### config.mk
export PLATFORM = sky130hd
export DESIGN_NAME = buffer_texto
export DESIGN_NICKNAME = d
export VERILOG_FILES = /design/src/rtl/buffer_texto.sv
export SDC_FILE = /design/constraint.sdc
export NUM_CORES = 1
export LEC_CHECK = 0
export CAP_MARGIN = 20
export CORE_AREA = 3 3 138 140
export DETAILED_ROUTE_END_ITERATION = 10
export DIE_AREA = 0 0 141 143
export PLACE_DENSITY = 0.72
export SYNTH_ARGS = -nofsm -noshare
export SYNTH_HDL_FRONTEND = slang
export SYNTH_SLANG_ARGS = --single-unit
### constraint.sdc
create_clock -name clk -period 2.8 [get_ports clk]
set_input_delay 0.84 -clock clk [delete_from_list [all_inputs] [get_ports clk]]
set_output_delay 0.84 -clock clk [all_outputs]
set_load 0.01 [all_outputs]
### src/rtl/buffer_texto.sv
// Line buffer fed by the PS/2 translator: captures characters between the start
// and end keys, drops key-release sequences, and serves the message via a read port.
module buffer_texto #(
   parameter int DEPTH = 32,
   parameter int AW    = 5
) (
   input  logic          clk,
   input  logic          reset,
   input  logic          dato_listo,
   input  logic [7:0]    codigo,
   input  logic          valido,
   input  logic          iniciar,
   input  logic          terminar,
   input  logic [6:0]    traduccion,
   input  logic          rd_en,
   input  logic [AW-1:0] rd_addr,
   output logic [6:0]    rd_data,
   output logic [AW:0]   cuenta,
   output logic          capturando,
   output logic          mensaje_listo,
   output logic          lleno,
   output logic          error_desborde
);

   typedef enum logic [1:0] {INACTIVO, CAPTURA, LISTO} estado_t;

   localparam logic [AW:0] MAXC = (AW+1)'(DEPTH);

   estado_t     estado;
   logic        brk;
   logic        aceptado;
   logic        escribe;
   logic [6:0]  mem [DEPTH];

   // An event reaches the FSM only if it is not part of an F0/E0 prefix sequence.
   always_comb begin
      aceptado = dato_listo && (codigo != 8'hF0) && !brk && (codigo != 8'hE0);
      escribe  = aceptado && (estado == CAPTURA) && !terminar && !iniciar &&
                 valido && (cuenta < MAXC);
   end

   always_ff @(posedge clk or negedge reset) begin
      if (!reset) begin
         estado         <= INACTIVO;
         cuenta         <= '0;
         brk            <= 1'b0;
         error_desborde <= 1'b0;
      end else begin
         if (dato_listo) begin
            if (codigo == 8'hF0)
               brk <= 1'b1;
            else if (brk)
               brk <= 1'b0;
         end
         if (aceptado) begin
            case (estado)
               INACTIVO, LISTO: begin
                  if (!terminar && iniciar) begin
                     estado         <= CAPTURA;
                     cuenta         <= '0;
                     error_desborde <= 1'b0;
                  end
               end
               CAPTURA: begin
                  if (terminar) begin
                     estado <= LISTO;
                  end else if (iniciar) begin
                     cuenta         <= '0;
                     error_desborde <= 1'b0;
                  end else if (valido) begin
                     if (cuenta < MAXC)
                        cuenta <= cuenta + 1'b1;
                     else
                        error_desborde <= 1'b1;
                  end
               end
               default: estado <= INACTIVO;
            endcase
         end
      end
   end

   always_ff @(posedge clk) begin
      if (escribe)
         mem[cuenta[AW-1:0]] <= traduccion;
   end

   always_ff @(posedge clk or negedge reset) begin
      if (!reset)
         rd_data <= '0;
      else if (rd_en)
         rd_data <= ({1'b0, rd_addr} < cuenta) ? mem[rd_addr] : 7'h00;
   end

   always_comb begin
      capturando    = (estado == CAPTURA);
      mensaje_listo = (estado == LISTO);
      lleno         = (cuenta == MAXC);
   end

endmodule

==> results by stage <==
Power and ir drop:
- The combinational group share of total power is around 6.5%.
- The relative contribution of sequential cells to total power is approximately 52%.
- The switching part of the total power is about a fifth.
- The areal power density over the cells is about 650 mW/mm^2.
- The net load switching power is roughly 0.0015 W.
- The leakage power summed over all cells is ~4.0 nW.
- The design internal power is about 0.0061 W.
- The clock group share of total power is 41.4%.
- The largest vdd supply drop is 0.000695 V.

Final layout:
- Fill cells in the final layout number about 1200.
- The final core area utilization is between 60% and 70%.
- The fraction of layout cells with a size suffix above 1 is 27.6%.
- Compared with the post-synthesis result, the final layout area differs by 20.9%.
- After the last flow step, the layout net total stands at about 700.
- The number of antenna diodes in the final layout is 0.
- After routing the design area is about 0.012 mm^2.

Timing:
- The clock tree skew after final layout is 9.56 ps.
- The final clock period utilization by the worst path is ~93%.
- For this run, the top clock speed supported by timing is roughly 380 MHz.
- The max-slew headroom at the worst pin is about 66%.
- The number of hold violations in the final report came to 0.
- The number of pins exceeding their max-slew limit in the final report is 0.
- The count of final setup violators is 0.
- The routed design could run at a clock period as short as approximately 2600 ps.
- The actual transition at the worst max-transition pin is 512 ps.
- Setup repair after global routing left no endpoint under its margin.

Global routing:
- The initial antenna violation count was 0.
- In the global route stage, overall resource usage came out at roughly 22%.
- Entering global routing, the biggest net connects 33 pins.
- Summed over all layers, the global routing overflow is 0.
- The number of global-route vias before repair is approximately 5600.
- The first global-routing pass estimated 33400 um of wire.

Hold path:
- The worst hold path passes through 2 cells.
- In this run the most critical hold path is launched from error_desborde$_DFFE_PN0P_.
- In this run the worst hold path is classified as reg2reg.

Clock network:
- Counting every sink on the clock net gives 241.
- In this run the number of H-tree levels came out at 1.
- The post-CTS setup-driven buffer insertion count is 0.
- CTS placed an instance of sky130_fd_sc_hd__clkbuf_16 at the clock tree root.
- Buffers inserted during clock tree synthesis total 24.
- TritonCTS built the clock tree.
- The post-cts resize count is 7.
- No sink is reached through more buffers than the 3 on the longest clock path.
- The clock transition at the registers of the reported paths is 60 ps.
- At the later pin of the worst-skew pair, clock insertion delay measures roughly 500 ps.
- For this design, the CTS-stage hold fixing added 0 buffers.

Worst setup path:
- The worst-case register-to-register setup slack is between 500 and 600 ps.
- The endpoint required time on the critical path is slightly below 2000 ps.
- Counting buffers and inverters, the worst setup path is 2 cells deep.
- The startpoint identified for the worst register-to-register timing path is cuenta[2]$_DFFE_PN0P_.
- The capture instance of the worst register-to-register path is rd_data[0]$_DFFE_PN0P_.
- Along the worst path, the maximum fanout reaches 8.
- The standard cell with the maximum stage delay on the critical path is sky130_fd_sc_hd__clkdlybuf4s50_1.
- In this run the worst setup path begins at estado[0]$_DFFE_PN0P_.
- The signal on the critical path passes through nor2b_1 > clkdlybuf4s50_1.
- The number of cells traversed by the worst register-to-register path is 10.
- The worst setup path is captured at a primary output.
- The total buffers and inverters traversed by the critical path is 1.
- The destination of the critical timing path is capturando.
- The critical path in this run is classified as reg2out.
- The cell class contributing the biggest share of worst-path delay is buffers and inverters.
- STA puts the critical path data arrival time at 1770 ps.
- The worst setup path is launched from a flop.
- The biggest cell delay along the critical path is 570 ps.

Synth:
- The async set or reset register ratio after synthesis is approximately 7%.
- The proportion of synthesized chip area in sequential cells is between 70% and 80%.
- The average instance in the mapped netlist occupies between 15 and 20 um^2.
- For this run, the leading register cell type out of synthesis is sky130_fd_sc_hd__edfxtp_1.
- The number of distinct library cells after synthesis is 43.
- The cell type with the highest aggregate area in the netlist is sky130_fd_sc_hd__edfxtp_1.
- In the post-synthesis netlist, the biggest area contributors are sky130_fd_sc_hd__edfxtp_1 (69%), sky130_fd_sc_hd__mux4_2 (10%), sky130_fd_sc_hd__dfrtp_1 (4.4%), sky130_fd_sc_hd__mux2i_1 (1.9%), sky130_fd_sc_hd__mux2_2 (1.8%).
- Yosys instantiated no cell more often than sky130_fd_sc_hd__edfxtp_1.
- Counting flops and latches in the post-synthesis netlist gives 241.
- For this run, the number of Yosys warnings is 0.
- The number of flops mapped to enable cells by yosys is ~220.
- In this run the cell area of the synthesized design comes to slightly below 0.01 mm^2.
- Synthesis produced ~530 cells.
- The synthesized netlist net count is approximately 560.
- Sorting the synthesized cells by how often they occur yields sky130_fd_sc_hd__edfxtp_1 (224), sky130_fd_sc_hd__mux4_2 (45), sky130_fd_sc_hd__nor2_1 (43).
- The share of the synthesized area in the top cell type is roughly 70%.

Detailed routing:
- The number of antenna-violating nets in the routed design is 0.
- Across all layers, the routed design uses around 5400 vias.
- The total wire length after detailed routing is approximately 22000 um.
- Dividing the detail-routed via count by the number of cells gives about 6.0.
- After detailed routing, the number of remaining DRC violations is 0.
- The routed wirelength normalized by instance count is 24.0 um.
- The pre-antenna-repair detailed-routing pass consisted of 5 iterations.
- For this block, the initial DRC count from the detailed router was about 470.

Floorplanning:
- The die covers approximately 0.020 mm^2.
- The total area inside the core boundary comes to 0.0180 mm^2.
- The die is 141 um wide.
- The initial cell density of the core is between 50 and 60%.
- The boundary pin count is 44.
- The number of rows created at floorplan is around 50.
- The vertical die dimension is about 140 um.

Status:
- The run finished with clean final reports.

Job:
- The total of max-cap violations is 0.

Place:
- At the end of routability-driven placement, the weighted congestion stood at 0.990.
- The placed instances occupy a cell area of 0.0110 mm^2.
- The port buffer count is 43.
- Detailed placement ended at an HPWL of between 10000 and 15000 um.
## layout by cell type (no fill, tap or decap), drive strengths merged, types with 2 or more instances in the layout
cell,count
clkinv,10
a21oi,7
dfrtp,17
a221oi,5
nor3,5
o221ai,5
mux2i,19
nand2,34
ha,8
nor2,43
xnor2,3
nand3b,5
nor2b,5
bufinv,3
inv,9
and3,2
mux4,45
clkbuf,31
nand3,9
o21ai,4
buf,83
clkdlybuf4s50,40
a32oi,5
nand4,8
a31oi,2
nand2b,4
a211oi,4
a2111oi,2
mux2,22
o2111ai,2
edfxtp,224
## through the flow
stage | instances | setup TNS [ps] | hold slack [ps] | total power, W | setup slack [ps]
2_1_floorplan | 528 | 0 | 490 | 0.00430 | 150
3_3_place_gp | 862 | -5870 | 481 | 0.00455 | -129
3_5_place_dp | 862 | -12230 | 487 | 0.00456 | -185
4_1_cts | 906 | 0 | 502 | 0.00773 | 173
5_1_grt | 906 | 0 | 552 | 0.00792 | 108
6_report | 906 | 0 | 502 | 0.00766 | 187
## state kept, by name, summed over array words and instances (netlist names)
name and cells:
rd_data 7, brk 1, error_desborde 1, estado 2
cuenta 6, mem 224
## power by group through the flow
stage                     logic, W  clock network, W  registers, W
after floorplan           0.000235                 0       0.00406
after global placement    0.000487                 0       0.00406
after detailed placement  0.000497                 0       0.00406
after CTS                 0.000500           0.00324       0.00399
after global routing      0.000536           0.00339       0.00399
final                     0.000499           0.00317       0.00399
## layout make-up
cell class                      count  area [um^2]  share of cell area, %
Tap cell                          229          287                   2.43
Clock inverter                     13          134                   1.13
Multi-Input combinational cell    259         2480                   21.0
Inverter                            9         33.8                  0.286
Clock buffer                       31          658                   5.57
Sequential cell                   241         7150                   60.6
Timing Repair Buffer              124         1070                   9.04
## layer usage
layer	vias up	wire length, um	GRT usage (%)
li1	2401	-	-
met1	2722	8460	30.1
met2	223	11100	37.8
met3	50	1550	4.15
met4	0	573	5.97
met5	-	0	0
## worst min-delay path by stage
stage,endpoint,slack [ps]
3_5_place_dp,error_desborde$_DFFE_PN0P_,490
6_report,error_desborde$_DFFE_PN0P_,500
4_1_cts,error_desborde$_DFFE_PN0P_,500
2_1_floorplan,brk$_DFFE_PN0P_,490
5_1_grt,error_desborde$_DFFE_PN0P_,550
3_3_place_gp,error_desborde$_DFFE_PN0P_,480
## worst min-delay path: stages (launching register included)
cell and delay [ps]:
sky130_fd_sc_hd__dfrtp_1 350, sky130_fd_sc_hd__a31oi_1 50, sky130_fd_sc_hd__nor2_1 70
## logic make-up after synthesis
family          after synthesis  synth area share [%]
fa+ha+maj                     8                  1.02
mux                          86                  14.9
buf+inv                      28                  1.47
compound gates               41                  3.29
simple gates                121                  5.85
xor+xnor                      3                 0.269
flops                       241                  73.2
No activity file was read; power rests on OpenSTA's default activity.
